[src/rtl/ahb_lite_sub_mem_if.sv]
// AHB-Lite signal bundle between a requester and the scratch-memory subordinate.
interface ahb_lite_sub_mem_if #(
  parameter int pAHB_ADDR_WIDTH  = 32,
  parameter int pAHB_DATA_WIDTH  = 32,
  parameter int pAHB_HRESP_WIDTH = 2
);
  logic                        I_hsel;
  logic [pAHB_ADDR_WIDTH-1:0]  I_haddr;
  logic [1:0]                  I_htrans;
  logic                        I_hwrite;
  logic [2:0]                  I_hsize;
  logic [2:0]                  I_hburst;
  logic [3:0]                  I_hprot;
  logic [pAHB_DATA_WIDTH-1:0]  I_hwdata;
  logic                        I_hready;
  logic                        O_hreadyout;
  logic [pAHB_HRESP_WIDTH-1:0] O_hresp;
  logic [pAHB_DATA_WIDTH-1:0]  O_hrdata;

  modport master (
    output I_hsel, I_haddr, I_htrans, I_hwrite, I_hsize, I_hburst, I_hprot,
           I_hwdata, I_hready,
    input  O_hreadyout, O_hresp, O_hrdata
  );

  modport slave (
    input  I_hsel, I_haddr, I_htrans, I_hwrite, I_hsize, I_hburst, I_hprot,
           I_hwdata, I_hready,
    output O_hreadyout, O_hresp, O_hrdata
  );
endinterface

[src/rtl/ahb_lite_sub_mem.sv]
// AHB-Lite subordinate fronting a word-organised scratch memory with
// programmable data-phase wait states and two-cycle ERROR responses.
//
// state | meaning
// IDLE  | no data phase in flight, ready high
// WAIT  | OKAY transfer stalled while the wait counter runs down
// DATA  | OKAY data phase: reads drive hrdata, writes commit byte lanes
// ERR1  | first ERROR cycle, ready low
// ERR2  | second ERROR cycle, ready high, may accept the next transfer
module ahb_lite_sub_mem #(
  parameter int                         pAHB_ADDR_WIDTH  = 32,
  parameter int                         pAHB_DATA_WIDTH  = 32,
  parameter int                         pAHB_HRESP_WIDTH = 2,
  parameter int                         pDEPTH_WORDS     = 64,
  parameter logic [pAHB_ADDR_WIDTH-1:0] pBASE_ADDR       = '0,
  parameter int                         pWAIT_STATES     = 1
) (
  input logic               clk,
  input logic               rst,
  ahb_lite_sub_mem_if.slave bus
);
  localparam int IDX_W = $clog2(pDEPTH_WORDS);
  localparam logic [pAHB_ADDR_WIDTH-1:0] WIN_BYTES = pAHB_ADDR_WIDTH'(pDEPTH_WORDS * 4);
  localparam logic [2:0] WAIT_LOAD = 3'(pWAIT_STATES - 1);
  localparam bit HAS_WAIT = (pWAIT_STATES > 0);

  typedef enum logic [2:0] {S_IDLE, S_WAIT, S_DATA, S_ERR1, S_ERR2} state_t;

  state_t                     state_q, state_d;
  logic [2:0]                 wait_cnt_q, wait_cnt_d;
  logic [IDX_W-1:0]           idx_q;
  logic                       wr_q;
  logic [3:0]                 mask_q;
  logic [pAHB_DATA_WIDTH-1:0] rdata_q;
  logic [pAHB_DATA_WIDTH-1:0] mem [pDEPTH_WORDS];

  logic                       accept;
  logic                       launch_ok;
  logic                       borrow;
  logic [pAHB_ADDR_WIDTH-1:0] offset;
  logic                       addr_err, size_err, align_err, xfer_err;
  logic [3:0]                 lane_mask;
  logic                       rd_active, wr_commit;
  logic                       unused_bits;

  assign unused_bits = ^{bus.I_hburst, bus.I_hprot, offset[1:0]};

  assign accept = bus.I_hsel & bus.I_hready & bus.I_htrans[1];

  // Borrow out of the subtraction flags an address below the window base.
  assign {borrow, offset} = {1'b0, bus.I_haddr} - {1'b0, pBASE_ADDR};
  assign addr_err  = borrow | (offset >= WIN_BYTES);
  assign size_err  = bus.I_hsize > 3'b010;
  assign align_err = ((bus.I_hsize == 3'b001) & bus.I_haddr[0]) |
                     ((bus.I_hsize == 3'b010) & (bus.I_haddr[1:0] != 2'b00));
  assign xfer_err  = addr_err | size_err | align_err;

  always_comb begin
    lane_mask = 4'b0000;
    case (bus.I_hsize)
      3'b000:  lane_mask = 4'b0001 << bus.I_haddr[1:0];
      3'b001:  lane_mask = bus.I_haddr[1] ? 4'b1100 : 4'b0011;
      3'b010:  lane_mask = 4'b1111;
      default: lane_mask = 4'b0000;
    endcase
  end

  always_ff @(posedge clk) begin
    if (rst) begin
      state_q    <= S_IDLE;
      wait_cnt_q <= 3'd0;
    end else begin
      state_q    <= state_d;
      wait_cnt_q <= wait_cnt_d;
    end
  end

  // IDLE, DATA and ERR2 all present ready high, so each can take a new transfer.
  always_comb begin
    state_d    = state_q;
    wait_cnt_d = wait_cnt_q;
    launch_ok  = 1'b0;
    case (state_q)
      S_WAIT: begin
        if (wait_cnt_q == 3'd0) state_d = S_DATA;
        else                    wait_cnt_d = wait_cnt_q - 3'd1;
      end
      S_ERR1: state_d = S_ERR2;
      default: begin
        state_d = S_IDLE;
        if (accept) begin
          if (xfer_err) begin
            state_d = S_ERR1;
          end else begin
            launch_ok = 1'b1;
            if (HAS_WAIT) begin
              state_d    = S_WAIT;
              wait_cnt_d = WAIT_LOAD;
            end else begin
              state_d = S_DATA;
            end
          end
        end
      end
    endcase
  end

  always_ff @(posedge clk) begin
    if (rst) begin
      idx_q  <= '0;
      wr_q   <= 1'b0;
      mask_q <= 4'b0000;
    end else if (launch_ok) begin
      idx_q  <= offset[IDX_W+1:2];
      wr_q   <= bus.I_hwrite;
      mask_q <= lane_mask;
    end
  end

  assign rd_active = (state_q == S_DATA) & ~wr_q;
  assign wr_commit = (state_q == S_DATA) & wr_q & ~rst;

  // Read data comes straight from the array so a write committed one cycle
  // earlier is already visible; the register only holds it afterwards.
  always_ff @(posedge clk) begin
    if (rst)            rdata_q <= '0;
    else if (rd_active) rdata_q <= mem[idx_q];
  end

  always_ff @(posedge clk) begin
    if (wr_commit) begin
      for (int n = 0; n < 4; n++) begin
        if (mask_q[n]) mem[idx_q][8*n +: 8] <= bus.I_hwdata[8*n +: 8];
      end
    end
  end

  always_comb begin
    bus.O_hreadyout = ~((state_q == S_WAIT) | (state_q == S_ERR1));
    bus.O_hresp     = '0;
    bus.O_hresp[0]  = (state_q == S_ERR1) | (state_q == S_ERR2);
    bus.O_hrdata    = rd_active ? mem[idx_q] : rdata_q;
  end
endmodule

[src/flat_wrapper.sv]
// flat-port wrapper written by rule: the top's interface ports become plain ports
module ahb_lite_sub_mem_flat 
#(
  parameter int                         pAHB_ADDR_WIDTH  = 32,
  parameter int                         pAHB_DATA_WIDTH  = 32,
  parameter int                         pAHB_HRESP_WIDTH = 2,
  parameter int                         pDEPTH_WORDS     = 64,
  parameter logic [pAHB_ADDR_WIDTH-1:0] pBASE_ADDR       = '0,
  parameter int                         pWAIT_STATES     = 1
)
  (clk, rst, bus_I_hsel, bus_I_haddr, bus_I_htrans, bus_I_hwrite, bus_I_hsize, bus_I_hburst, bus_I_hprot, bus_I_hwdata, bus_I_hready, bus_O_hreadyout, bus_O_hresp, bus_O_hrdata);
  ahb_lite_sub_mem_if #(.pAHB_ADDR_WIDTH(pAHB_ADDR_WIDTH), .pAHB_DATA_WIDTH(pAHB_DATA_WIDTH), .pAHB_HRESP_WIDTH(pAHB_HRESP_WIDTH)) bus_i ();
  input logic clk;
  input logic rst;
  input wire logic [$bits(bus_i.I_hsel)-1:0] bus_I_hsel;
  input wire logic [$bits(bus_i.I_haddr)-1:0] bus_I_haddr;
  input wire logic [$bits(bus_i.I_htrans)-1:0] bus_I_htrans;
  input wire logic [$bits(bus_i.I_hwrite)-1:0] bus_I_hwrite;
  input wire logic [$bits(bus_i.I_hsize)-1:0] bus_I_hsize;
  input wire logic [$bits(bus_i.I_hburst)-1:0] bus_I_hburst;
  input wire logic [$bits(bus_i.I_hprot)-1:0] bus_I_hprot;
  input wire logic [$bits(bus_i.I_hwdata)-1:0] bus_I_hwdata;
  input wire logic [$bits(bus_i.I_hready)-1:0] bus_I_hready;
  output wire logic [$bits(bus_i.O_hreadyout)-1:0] bus_O_hreadyout;
  output wire logic [$bits(bus_i.O_hresp)-1:0] bus_O_hresp;
  output wire logic [$bits(bus_i.O_hrdata)-1:0] bus_O_hrdata;
  assign bus_i.I_hsel = bus_I_hsel;
  assign bus_i.I_haddr = bus_I_haddr;
  assign bus_i.I_htrans = bus_I_htrans;
  assign bus_i.I_hwrite = bus_I_hwrite;
  assign bus_i.I_hsize = bus_I_hsize;
  assign bus_i.I_hburst = bus_I_hburst;
  assign bus_i.I_hprot = bus_I_hprot;
  assign bus_i.I_hwdata = bus_I_hwdata;
  assign bus_i.I_hready = bus_I_hready;
  assign bus_O_hreadyout = bus_i.O_hreadyout;
  assign bus_O_hresp = bus_i.O_hresp;
  assign bus_O_hrdata = bus_i.O_hrdata;
  ahb_lite_sub_mem #(.pAHB_ADDR_WIDTH(pAHB_ADDR_WIDTH), .pAHB_DATA_WIDTH(pAHB_DATA_WIDTH), .pAHB_HRESP_WIDTH(pAHB_HRESP_WIDTH), .pDEPTH_WORDS(pDEPTH_WORDS), .pBASE_ADDR(pBASE_ADDR), .pWAIT_STATES(pWAIT_STATES)) u_core (.clk(clk), .rst(rst), .bus(bus_i));
endmodule
[config.mk]
export PLATFORM = sky130hd
export DESIGN_NAME = ahb_lite_sub_mem_flat
export DESIGN_NICKNAME = d
export VERILOG_FILES = /design/src/rtl/ahb_lite_sub_mem_if.sv /design/src/rtl/ahb_lite_sub_mem.sv /design/src/flat_wrapper.sv
export SDC_FILE = /design/constraint.sdc
export NUM_CORES = 2
export LEC_CHECK = 0
export BUFFER_PORTS_ARGS = -buffer_cell sky130_fd_sc_hd__buf_2
export CELL_PAD_IN_SITES_DETAIL_PLACEMENT = 1
export CELL_PAD_IN_SITES_GLOBAL_PLACEMENT = 1
export CORE_ASPECT_RATIO = 1.4
export CORE_MARGIN = 2
export CORE_UTILIZATION = 45
export DETAILED_ROUTE_END_ITERATION = 12
export GPL_TIMING_DRIVEN = 0
export PLACE_DENSITY_LB_ADDON = 0.1
export RECOVER_POWER = 25
export SETUP_SLACK_MARGIN = 0.5
export SYNTH_ARGS = -nofsm -noshare
export SYNTH_HDL_FRONTEND = slang
export SYNTH_SLANG_ARGS = --single-unit
[constraint.sdc]
create_clock -name clk -period 2.12 [get_ports clk]
set_input_delay 0.318 -clock clk [delete_from_list [all_inputs] [get_ports clk]]
set_output_delay 0.318 -clock clk [all_outputs]
set_load 0.005 [all_outputs]
======== Word-level counts from Yosys, hierarchy flattened ========
Memory sizes are Yosys's and may differ from the RTL's. A register that Yosys moved wholly into a read port is not among the register bits.
Cells that the tools add are included.
storage, ports and cells
  memories kept ........................... 1
  bits in writable memories ............... 2048
  register bits after elaboration ......... 49
  input bits .............................. 81
  output and inout port bits .............. 35
  logic and storage cells ................. 70
operators by class
  bitwise logic cells ..................... 16
  reductions and logical operators ........ 6
  shift operators ......................... 1
  $add $sub $neg .......................... 1
  magnitude comparators ................... 2
  eq/ne operators ......................... 9
  muxes and demuxes ....................... 28
memory list
  memory      depth  bits a word  rd ports  clocked after memory_dff  wr ports  line                    text
  u_core.mem  64     32           1         1                         1         ahb_lite_sub_mem.sv:35  logic [pAHB_DATA_WIDTH-1:0] mem [pDEPTH_WORDS];
operator list
  operator             number
  $ge 32x9->1 const B  1
  $mux 32              1
  $mux 1               15
  $mux 3               5
  $mux 6               2
  $pmux 3 s2           2
  $pmux 4 s3           1
  $eq 3x2->1 const B   3
  $and 1x1->1          7
  $eq 3x1->1 const B   2
  $logic_not 3->1      2
  $or 1x1->1           5
  $mux 4               1
  $ne 2x2->1 const B   2
  $not 1->1            4
  $reduce_and 4->1     1
  $reduce_bool 2->1    2
  $shl 1x2->4 const A  1
  $eq 3x3->1 const B   1
  $gt 3x2->1 const B   1
  $sub 3x1->3 const B  1
  $mux 2               1
  $ne 2x1->1 const B   1
  $reduce_or 2->1      1

======== Depth between registers and ports, before layout ========
  word-level depth ........................ 9
  depth in mapped cells ................... 9
  mapped depth without buffers ............ 7

======== Least setup slack after synthesis ========
Ideal clock, no wire load.
  path type ............................... register -> output
  start point ............................. register (tool-made name)
  end point ............................... output port bus_O_hrdata[31]
  cell stages (with the launch flop) ...... 10
  data required time ...................... 1802 ps
  path buffers ............................ 4
  arrival time ............................ 1785 ps
  path slack .............................. 17 ps
  cells stage by stage .................... dfxtp_1 -> buf_2 -> buf_2 -> buf_2 -> buf_2 -> mux2i_1 -> nor2_1 -> nor4_1 -> nand4_1 -> and3_1
RTL lines
  what           line                text
  end, declared  flat_wrapper.sv:26  output wire logic [$bits(bus_i.O_hrdata)-1:0] bus_O_hrdata;

==> flow_summary.ini <==
[cells_and_area]
drive_above_1_share = 0.2684
final_cell_mix = edfxtp_1, mux2i_1, nor2_1
multi_input_area_mm2 = 0.02271
design_area_mm2 = 0.1020
fin_cells = 8144
nFillCells = 16430
final_common_cell = edfxtp_1
area_growth_pct = 23.57
final_util = 0.5578
nets = 5615
seq_area_mm2 = 0.06262

[pwr]
clkPwrFrac = 0.431
irDropWorstVdd_mv = 0.9558
fin_total_pwr_mw = 82.68
p_switching_mw = 17.02
comb_power_share = 0.017
p_int_mw = 65.65
powerDensity_mw_per_mm2 = 810.2
leakagePower_nw = 30.19
swShare = 0.2059
seq_power_share = 0.552

[grt]
grt_pass1_vias = 49980
grt_pass1_wl_um = 416200
overflow = 0
antenna_found_initial = 22
grt_usage = 0.3275
grt_max_degree = 65

[drt]
ant_nets = 0
drtIter0Drc = 5751
drt-total-wl_um = 313100
firstDrtPassIters = 6
via_per_inst = 6.122
wire_per_inst_um = 38.45
drc = 0
vias = 49860

[timing]
clock_skew_ps = 38.67
worst_slack_ps = -1781
fin_hold_ws_ps = 46.33
rsz0062_at_grt = true
slew_viol_final = 683
period_minus_slack_ps = 3901
setup_viol = 1797
fmax_mhz = 256.3
hold_violations = 0
period_share = 1.840
slew_headroom = -0.2681
max_slew.worst_pin.slew_ps = 1902

[synthesis]
seq_area_frac_synth = 0.7581
async_flop_share = 0
netlist_area_mm2 = 0.08258
synth_edf_count = 2048
yosys_warnings = 0
syn-num-nets = 5072
synth.distinct_cells = 46
synth-seq-cells = 2103
syn_inst = 4989
synthFlopType = edfxtp_1
avgSynthCellArea_um2 = 16.55

[clocking]
insertion_delay_ps = 900
cts_made_buffers = 198
cts_tree = built
htreeDepth = 4
cts_buffer_depth = 3
cts_root_buffer = clkbuf_16
clock-sinks = 2103
clkTransAtPathRegs_ps = 60

[placement]
dp_cells = 7556
gp_congestion = 0.9128
dpl.hpwl_um = 217100
dpl-instance-area_mm2 = 0.08784
io_buffer_count = 106

[job]
cap_violations = 11

[setup_path]
path_class = reg -> out
ff2ff_path_depth = 4
cp-start-kind = flop
endpoint_kind = primary output
arrival_ps = 3580
path_max_fanout = 10
cp.required_ps = 1800

[hold_path]
hp-class = in -> reg
whs_path_depth = 6

[die]
die_width_um = 366.0
core_area_mm2 = 0.1829
dieArea_mm2 = 0.1870
die_h_um = 510.9
rows = 186
io_pins = 116
initial_core_util = 0.4514

[outcome]
status = complete, but fails checks
violations = capacitance limit, slew limit, setup timing
## logic make-up (layout without fill, tap and decap cells)
family | count (synthesis) | after routing | synth area share
compound gates | 466 | 466 | 0.03538
fa+ha+maj | 2 | 2 | 0.0003030
buf+inv | 303 | 1007 | 0.01699
flops | 2103 | 2103 | 0.7581
mux | 1037 | 1037 | 0.1257
other cells | 1 | 8 | 0.00004541
simple gates | 1077 | 1077 | 0.06349
## final timing paths
path | from | to | slack, ps
hold / removal | bus_I_haddr[16] | u_core.wait_cnt_q[1] | 50
setup / recovery | flop | bus_O_hrdata[2] | -1780
hold reg to reg | u_core.wait_cnt_q[1] | u_core.wait_cnt_q[1] | 480
setup reg to reg | u_core.idx_q[4] | u_core.mem[23][26] | -760
## power groups by stage
stage          combinational [mW]  clock (mW)  sequential [mW]
2_1_floorplan               0.213           0             46.5
4_1_cts                      1.41        35.7             45.6
3_3_place_gp                 1.23           0             46.5
3_5_place_dp                 1.30           0             46.5
5_1_grt                      1.49        37.1             45.6
6_report                     1.45        35.6             45.6
## Yosys cell counts (all sizes together) (5+ instances only)
master / n / area (um^2)
clkbuf: 139 / 523.0
nand2: 201 / 754.5
buf: 159 / 860.8
a21oi: 133 / 665.6
nand3: 129 / 645.6
nor3: 33 / 170.2
and3: 5 / 31.28
mux2i: 1037 / 10380
nand4: 8 / 50.05
edfxtp: 2048 / 61500
inv: 5 / 18.77
and4: 58 / 578.1
nor2: 508 / 1907
o22ai: 192 / 1201
nor3b: 7 / 52.55
nor4: 97 / 782.0
a22oi: 128 / 960.9
nand2b: 6 / 37.54
dfxtp: 55 / 1101
## repair_timing
action,in CTS,in global routing
endpoints found under the setup margin,2131,2134
hold buffers,22,2
pin swaps,102,109
resized for setup,991,330
cloned,11,1
hold endpoints to repair,49,27
buffers inserted,88,94
## layer usage
metal / track usage / wire length, um / up-vias
met3: 0.04474 / 19310 / 645
met1: 0.3973 / 115400 / 26430
li1: - / - / 20570
met4: 0.2027 / 23540 / 4
met5: 0 / 25 / -
met2: 0.5545 / 154800 / 2209
## state kept, by name (all words and copies together), names as in the netlist, named ones only
signal,cells
u_core.mask_q,4
u_core.idx_q,6
u_core.mem,2048
u_core.rdata_q,32
u_core.state_q,3
u_core.wait_cnt_q,3
u_core.wr_q,1
## final cells by class
class,instances,area share
antenna,7,0.0001717
clock inverter,105,0.009454
clock buffer,256,0.05253
buffer,298,0.03807
inverter,5,0.0001839
sequential,2103,0.6137
multi-input combinational,2583,0.2226
tap,2444,0.02997
timing repair buffer,343,0.03336
## critical path, stage by stage (launching register included)
cell and delay, ps:
dfxtp_4 370, buf_6 160, nor2b_2 200, clkbuf_8 220, clkbuf_4 240, a22oi_1 310
nand3_1 170, and4_4 230, nor3_4 550, buf_2 230
## through the flow
stage	TNS, ps	setup slack (ps)
5_1_grt	-693790	-1751
6_report	-635750	-1781
3_3_place_gp	-2503530	-2934
2_1_floorplan	0	58.92
3_5_place_dp	-2239300	-2514
4_1_cts	-1267950	-1716
No activity file was read; power rests on OpenSTA's default activity.
